===== src/rtl/fp_pkg.sv =====
// Shared constants, bf16 field layout and FSM encoding for the bfloat16 adder back end.
package fp_pkg;

    localparam int EXP_W  = 8;
    localparam int MAN_W  = 8;
    localparam int FRAC_W = MAN_W - 1;
    localparam int BIAS   = 127;

    localparam logic [EXP_W-1:0] EXP_MAX = 8'hFF;

    // Packed bf16 layout: {sign, exponent, fraction}
    localparam int BF16_W   = 1 + EXP_W + FRAC_W;
    localparam int SIGN_POS = BF16_W - 1;
    localparam int EXP_HI   = SIGN_POS - 1;
    localparam int EXP_LO   = FRAC_W;
    localparam int FRAC_HI  = FRAC_W - 1;
    localparam int FRAC_LO  = 0;

    typedef enum logic [1:0] {
        IDLE = 2'd0,
        ADD  = 2'd1,
        NORM = 2'd2,
        DONE = 2'd3
    } state_t;

    function automatic logic [BF16_W-1:0] pack_bf16(input logic sign,
                                                    input logic [EXP_W-1:0] exp_f,
                                                    input logic [FRAC_W-1:0] frac);
        logic [BF16_W-1:0] word;
        word                   = '0;
        word[SIGN_POS]         = sign;
        word[EXP_HI:EXP_LO]    = exp_f;
        word[FRAC_HI:FRAC_LO]  = frac;
        return word;
    endfunction

endpackage


===== src/rtl/fp_mant_addsub.sv =====
// Combinational effective add/subtract of two aligned mantissas; yields magnitude and sign.
module fp_mant_addsub
    import fp_pkg::*;
(
    input  logic [MAN_W-1:0] pm,
    input  logic [MAN_W-1:0] qm,
    input  logic             sign_p,
    input  logic             sign_q,
    output logic [MAN_W:0]   mag,
    output logic             sign
);

    logic eff_sub;

    assign eff_sub = sign_p ^ sign_q;

    // Subtraction always yields a non-negative magnitude; the sign follows the larger operand.
    always_comb begin
        mag  = '0;
        sign = sign_p;
        if (!eff_sub) begin
            mag  = {1'b0, pm} + {1'b0, qm};
            sign = sign_p;
        end else if (pm >= qm) begin
            mag  = {1'b0, pm} - {1'b0, qm};
            sign = sign_p;
        end else begin
            mag  = {1'b0, qm} - {1'b0, pm};
            sign = sign_q;
        end
    end

endmodule


===== src/rtl/fp_add_normalize.sv =====
// bf16 adder back end: effective add/sub, iterative one-bit-per-cycle normalisation, packed result.
module fp_add_normalize
    import fp_pkg::*;
(
    input  logic              clk,
    input  logic              rst_n,
    input  logic              in_valid,
    output logic              in_ready,
    input  logic [MAN_W-1:0]  pm,
    input  logic [MAN_W-1:0]  qm,
    input  logic [EXP_W-1:0]  exp_in,
    input  logic              sign_p,
    input  logic              sign_q,
    output logic              out_valid,
    input  logic              out_ready,
    output logic [BF16_W-1:0] result
);

    state_t             state, state_n;
    logic [MAN_W-1:0]   p_r, p_n, q_r, q_n, mant_r, mant_n;
    logic [EXP_W-1:0]   exp_r, exp_n;
    logic               sp_r, sp_n, sq_r, sq_n, sign_r, sign_n;
    logic [BF16_W-1:0]  res_r, res_n;

    logic [MAN_W:0]     mag;
    logic               add_sign;
    logic [EXP_W-1:0]   exp_inc, exp_dec;
    logic [MAN_W-1:0]   mant_shl;

    fp_mant_addsub u_addsub (
        .pm     (p_r),
        .qm     (q_r),
        .sign_p (sp_r),
        .sign_q (sq_r),
        .mag    (mag),
        .sign   (add_sign)
    );

    assign exp_inc  = exp_r + 1'b1;
    assign exp_dec  = exp_r - 1'b1;
    assign mant_shl = mant_r << 1;

    assign in_ready  = (state == IDLE);
    assign out_valid = (state == DONE);
    assign result    = res_r;

    always_ff @(posedge clk or negedge rst_n) begin
        if (!rst_n) begin
            state  <= IDLE;
            p_r    <= '0;
            q_r    <= '0;
            sp_r   <= 1'b0;
            sq_r   <= 1'b0;
            mant_r <= '0;
            exp_r  <= '0;
            sign_r <= 1'b0;
            res_r  <= '0;
        end else begin
            state  <= state_n;
            p_r    <= p_n;
            q_r    <= q_n;
            sp_r   <= sp_n;
            sq_r   <= sq_n;
            mant_r <= mant_n;
            exp_r  <= exp_n;
            sign_r <= sign_n;
            res_r  <= res_n;
        end
    end

    always_comb begin
        state_n = state;
        p_n     = p_r;
        q_n     = q_r;
        sp_n    = sp_r;
        sq_n    = sq_r;
        mant_n  = mant_r;
        exp_n   = exp_r;
        sign_n  = sign_r;
        res_n   = res_r;
        case (state)
            IDLE: begin
                if (in_valid) begin
                    p_n     = pm;
                    q_n     = qm;
                    sp_n    = sign_p;
                    sq_n    = sign_q;
                    exp_n   = exp_in;
                    state_n = ADD;
                end
            end
            ADD: begin
                sign_n = add_sign;
                if (mag == '0) begin
                    res_n   = '0;
                    state_n = DONE;
                end else if (mag[MAN_W]) begin
                    // Carry out: shift right by one (truncating) and saturate to infinity.
                    if (exp_inc == EXP_MAX)
                        res_n = pack_bf16(add_sign, EXP_MAX, '0);
                    else
                        res_n = pack_bf16(add_sign, exp_inc, mag[MAN_W-1:1]);
                    state_n = DONE;
                end else if (mag[MAN_W-1]) begin
                    res_n   = pack_bf16(add_sign, exp_r, mag[FRAC_W-1:0]);
                    state_n = DONE;
                end else begin
                    mant_n  = mag[MAN_W-1:0];
                    state_n = NORM;
                end
            end
            NORM: begin
                mant_n = mant_shl;
                exp_n  = exp_dec;
                // Hitting exponent zero means the value would be denormal: flush to signed zero.
                if (exp_dec == '0) begin
                    res_n   = pack_bf16(sign_r, '0, '0);
                    state_n = DONE;
                end else if (mant_shl[MAN_W-1]) begin
                    res_n   = pack_bf16(sign_r, exp_dec, mant_shl[FRAC_W-1:0]);
                    state_n = DONE;
                end
            end
            DONE: begin
                if (out_ready)
                    state_n = IDLE;
            end
            default: state_n = IDLE;
        endcase
    end

endmodule


===== config.mk =====
export PLATFORM = sky130hd
export DESIGN_NAME = fp_add_normalize
export DESIGN_NICKNAME = d
export VERILOG_FILES = /design/src/rtl/fp_pkg.sv /design/src/rtl/fp_mant_addsub.sv /design/src/rtl/fp_add_normalize.sv
export SDC_FILE = /design/constraint.sdc
export NUM_CORES = 1
export LEC_CHECK = 0
export ABC_AREA = 0
export BUFFER_PORTS_ARGS = -buffer_cell sky130_fd_sc_hd__clkbuf_2
export CAP_MARGIN = 30
export CORE_MARGIN = 1.5
export CORE_UTILIZATION = 45
export DETAILED_ROUTE_END_ITERATION = 8
export GPL_TIMING_DRIVEN = 0
export PLACE_DENSITY = 0.64
export SYNTH_ARGS = -nofsm -noshare
export SYNTH_HDL_FRONTEND = slang
export SYNTH_SLANG_ARGS = --single-unit
export TNS_END_PERCENT = 20

===== constraint.sdc =====
create_clock -name clk -period 6.55 [get_ports clk]
set_input_delay 1.31 -clock clk [delete_from_list [all_inputs] [get_ports clk]]
set_output_delay 1.31 -clock clk [all_outputs]
set_load 0.05 [all_outputs]

=== Yosys cells after proc, flatten, opt, wreduce, memory -nomap -nowiden ===
Index checks and enable logic that the tools add are counted.
Widths: inputs -> output; s select.

* Bits in registers: 52
* Bits of input ports: 30
* Output and inout bits: 18

* $add $sub $neg: 5
* Order comparisons: 1
* Equality and inequality tests: 11
* Mux-type cells: 25
* Bitwise gates (word level): 1
* Reduce and logical (&&, ||, !) cells: 10

{| class="wikitable"
|+ Operator list
! cell !! number
|-
| $mux 16 || 5
|-
| $pmux 16 s2 || 1
|-
| $mux 7 || 3
|-
| $mux 9 || 2
|-
| $sub 8x8->9 || 2
|-
| $pmux 8 s2 || 1
|-
| $mux 15 || 1
|-
| $pmux 7 s2 || 1
|-
| $add 8x8->9 || 1
|-
| $logic_not 9->1 || 1
|-
| $add 8x1->8 const B || 1
|-
| $eq 8x8->1 const B || 1
|-
| $ge 8x8->1 || 1
|-
| $logic_not 8->1 || 1
|-
| $mux 2 || 4
|-
| $mux 8 || 1
|-
| $ne 2x2->1 const B || 4
|-
| $pmux 2 s4 || 1
|-
| $sub 8x1->8 const B || 1
|-
| $reduce_and 3->1 || 2
|-
| $mux 1 || 5
|-
| $eq 2x2->1 const B || 2
|-
| $ne 4x4->1 const B || 1
|-
| $reduce_and 2->1 || 2
|-
| 7 further kinds || 8
|}

=== Longest topological paths before layout ===
* Depth after elaboration: 7
* Mapped depth: 14
* Mapped depth without buffers: 13

=== Modules after synthesis ===
Synthesis repeated with hierarchy kept, for this count alone.

* Cells, all modules: 466
* Area, all modules: 4349.2 sq um

{| class="wikitable"
|+ Modules (own cells, without submodules)
! module !! times used !! cells an instance !! area each (sq um)
|-
| fp_add_normalize || 1 || 318 || 3155.5
|-
| fp_mant_addsub || 1 || 148 || 1193.6
|}

=== Worst setup path before layout ===
OpenSTA, ideal clock, no wires.

* Path kind: register -> register
* Start point: register q_r[0]
* End point: register res_r[10] (netlist: result[10])
* Library setup time: 0.125 ns
* Arrival time: 3.179 ns
* Required time: 6.425 ns
* Path slack: 3.246 ns
* Cell stages (with the launch flop): 15
* Clock period less this slack: 3.304 ns
* Path through: dfrtp_1 -> inv_1 -> ha_1 -> inv_1 -> fa_1 -> a211oi_1 -> o21ai_1 -> a211o_1 -> a211oi_1 -> nor4_2 -> nor4_4 -> a21boi_4 -> a21oi_4 -> buf_8 -> mux2_4

* Longest elaborated chain between the ends: 6
* Elaborated cells on any way between the ends: 12

{| class="wikitable"
|+ Ends and longest elaborated chain
! what !! RTL line !! RTL
|-
| start, declared || fp_add_normalize.sv:20 || <nowiki>logic [MAN_W-1:0] p_r, p_n, q_r, q_n, mant_r, mant_n;</nowiki>
|-
| start signal, assigned || fp_add_normalize.sv:61 || <nowiki>q_r <= q_n;</nowiki>
|-
| $sub 8x8->9, or another cell as far along || fp_mant_addsub.sv:28 || <nowiki>mag = {1'b0, qm} - {1'b0, pm};</nowiki>
|-
| $mux 9 || fp_mant_addsub.sv:24 || <nowiki>end else if (pm >= qm) begin</nowiki>
|-
| $mux 9 * || fp_mant_addsub.sv:21 || <nowiki>if (!eff_sub) begin</nowiki>
|-
| $logic_not 9->1 or $mux 16 (tied branches) || fp_add_normalize.sv:94, fp_add_normalize.sv:97 ||
|-
| $ne 4x4->1 (no source line) or $mux 16 (tied branches) || -- ||
|-
| $reduce_and 3->1 (no source line) or $pmux 16 s2 (tied branches) || -- ||
|-
| end signal, assigned || fp_add_normalize.sv:67 || <nowiki>res_r <= res_n;</nowiki>
|-
| end, declared || fp_add_normalize.sv:23 || <nowiki>logic [BF16_W-1:0] res_r, res_n;</nowiki>
|}

Mark *: on every way between the ends. The rest lies on a longest branch, timed or not.
A chain may end at the register's enable or synchronous reset.

=== Worst setup path in the final report ===
* Start point: register p_r[7]
* End point: register res_r[12] (netlist: result[12])

* Longest elaborated chain between the ends: 6
* Elaborated cells on any way between the ends: 12

{| class="wikitable"
|+ Ends and longest elaborated chain
! what !! RTL line !! RTL
|-
| start, declared || fp_add_normalize.sv:20 ||
|-
| start signal, assigned || fp_add_normalize.sv:60 || <nowiki>p_r <= p_n;</nowiki>
|-
| $sub 8x8->9, or another cell as far along || fp_mant_addsub.sv:28 ||
|-
| $mux 9 || fp_mant_addsub.sv:24 ||
|-
| $mux 9 * || fp_mant_addsub.sv:21 ||
|-
| $logic_not 9->1 or $mux 16 (tied branches) || fp_add_normalize.sv:94, fp_add_normalize.sv:97 ||
|-
| $ne 4x4->1 (no source line) or $mux 16 (tied branches) || -- ||
|-
| $reduce_and 3->1 (no source line) or $pmux 16 s2 (tied branches) || -- ||
|}

Marked as above.

==> results.ini <==
[run_status]
status=completed

[floorplanning]
core_um2=9639
dieArea_um2=10450
pin_count=48
num_rows=36
start_util=0.4595
die_h_um=102.2
die_w_um=102.2

[worst_hold_path]
hold_class=flop to flop

[detailed_routing]
drtPass1Iterations=5
ant_nets=0
routed_wl_um=11650
viasPerCell=5.887
vias=3974
drt_iter0_markers=205
post_drt_wl_per_cell_um=17.27
drc=0

[sta]
drv_slew=0
rsz0062_at_grt=false
setup_viol=0
final-hold-violation-count=0
fmax_mhz=258.5
worst_slew_pin_slew_ps=881.4
period_needed_ps=3868
clock_skew_ps=19.24
slew_headroom=0.4079
final.setup.tns_ps=0
period_share=0.5906

[setup_path]
crit_start=p_r[7]
endpoint_kind=flop
critPathArrivalTime_ps=4080
critPathMaxStageDelay_ps=740
path_cells=inv_1, ha_1, clkbuf_1, a21oi_1, a22oi_1, nor4_2, nor4_4, a21boi_4, a21oi_4, buf_8, mux2_4
cp_max_fo=10
cp_slowest_cell=nor4_2
crit_type=flop to flop
r2r_cells=11
reg2reg_from=p_r[7]
crit_path_end=result[12]
cp.required_ps=6760
worstReg2RegEnd=result[12]
rrSetupSlack_ps=2680
start_kind=flop

[finish]
regArea_um2=1301
multiInputGateArea_um2=2853
area_delta_synth_final_pct=11.53
fillCellCount=957
most-common-layout-cells=52 x dfrtp_1, 48 x clkbuf_2, 37 x inv_1, 33 x nor2_1, 32 x ha_1
nNetsFinal=606
final_common_cell=dfrtp_1
drive_gt1_frac=0.2251
num_antenna_cells=0

[clocking]
cts_sinks=52
cts_htree_levels=2
numCtsBuffers=5
clk_pin_slew_ps=100
cts_tree=done
ctsResizeCount=0
cts_root_buffer=clkbuf_8
cts_hold_buf=0
cts_setup_buffers=0
clk_path_buf_depth=2
clock_latency_ps=340

[grt]
grt_max_degree=33
grt_pass1_wl_um=19110
antenna_found_initial=0
grt_usage=0.2343
grt_pass1_vias=3730
grt_overflow_total=0

[logic_synthesis]
yosys_most_used_dff=dfrtp_1
async_reset_ff_frac=1.000
netlist_instances=486
avgSynthCellArea_um2=9.114
synth_warnings=0
syn_nets=551
ys_types=78
ys_seq_area_frac=0.2938
synth_area_um2=4429
synth_edf_count=0
ys_seq_elements=52

[place]
port_buffers=47
gp_congestion=0.9276
dp_hpwl_um=8875

[job]
maxCapViolCount=0

worst min-delay path by stage:
stage | from | to | slack [ps] | cells after the start
2_1_floorplan | sign_r | sign_r | 490 | 2
3_3_place_gp | result[1] | result[1] | 490 | 1
3_5_place_dp | result[6] | result[6] | 500 | 1
4_1_cts | result[6] | result[6] | 520 | 1
5_1_grt | result[1] | result[1] | 540 | 1
6_report | result[6] | result[6] | 510 | 1
critical path: cells and delay by family, from the launching register on:
family / cells / cell delay, ps
adder cells (fa/ha/maj): 1 / 350
AO/OA/AOI/OAI: 4 / 1320
AND/OR/NAND/NOR: 2 / 870
multiplexers: 1 / 300
flip-flops: 1 / 400
buffers and inverters: 3 / 490
final cells by class:
| type | count | area share |
|---|---|---|
| multi-input combinational | 367 | 0.5775 |
| sequential | 52 | 0.2634 |
| timing repair buffer | 48 | 0.05167 |
| tap | 133 | 0.03369 |
| inverter | 37 | 0.02812 |
| buffer | 30 | 0.02761 |
| clock buffer | 6 | 0.01469 |
| clock inverter | 2 | 0.003293 |
stage by stage:
stage / hold WS [ps] / utilization / instances / cell area, µm² / setup slack (ps)
2_1_floorplan: 489.3 / - / 486 / 4429 / 3246
3_3_place_gp: 491.9 / 0.5012 / 666 / 4831 / 2814
3_5_place_dp: 495.5 / 0.5032 / 667 / 4851 / 2779
4_1_cts: 520.0 / 0.5125 / 675 / 4940 / 2790
5_1_grt: 537.5 / 0.5125 / 675 / 4940 / 2486
6_report: 512.2 / 0.5125 / 675 / 4940 / 2682
per-layer routing:
layer	vias up	GRT usage	wire length, µm
li1	1885	-	-
met2	129	0.3647	5454
met4	0	0.07165	221
met5	-	0	0
met3	25	0.03352	584
met1	1935	0.3364	5395
sequential cells by signal, indices dropped and copies added, names as in the netlist:
signal  cells
p_r         8
exp_r       8
result     16
sign_r      1
sq_r        1
q_r         8
state       2
mant_r      7
sp_r        1
cell usage after synthesis (4+ instances only):
cell type | instances | area [µm²]
o22a_1 | 6 | 52.55
and3_1 | 7 | 43.79
dfrtp_1 | 52 | 1301
mux2i_1 | 6 | 60.06
a21oi_1 | 27 | 135.1
inv_1 | 37 | 138.9
mux2_4 | 8 | 120.1
a31oi_1 | 6 | 37.54
o22ai_1 | 12 | 75.07
o21ai_0 | 21 | 105.1
buf_2 | 6 | 30.03
a21o_1 | 7 | 52.55
nor2b_1 | 4 | 25.02
xor2_1 | 10 | 87.58
nor3_1 | 9 | 45.04
ha_1 | 32 | 400.4
nor4_1 | 4 | 25.02
nand3_1 | 15 | 75.07
nor2_1 | 33 | 123.9
clkbuf_1 | 18 | 67.56
nor3b_1 | 4 | 30.03
nand4_1 | 7 | 43.79
nand2_1 | 29 | 108.9
o31ai_1 | 4 | 30.03
xnor2_1 | 4 | 35.03
mux2_2 | 31 | 349.1
a211oi_1 | 5 | 37.54
o211ai_1 | 6 | 45.04
cells by family (layout without fill, tap and decap cells):
family	after synthesis	in the layout	synth area share
compound gates	135	135	0.2203
xor+xnor	15	15	0.03136
fa+ha+maj	35	35	0.1040
buf+inv	67	123	0.06214
flops	52	52	0.2938
mux	46	46	0.1246
simple gates	136	136	0.1638
Power is not shown: default switching activity piles up to over one toggle a cycle in this logic, so the estimate is an artifact.
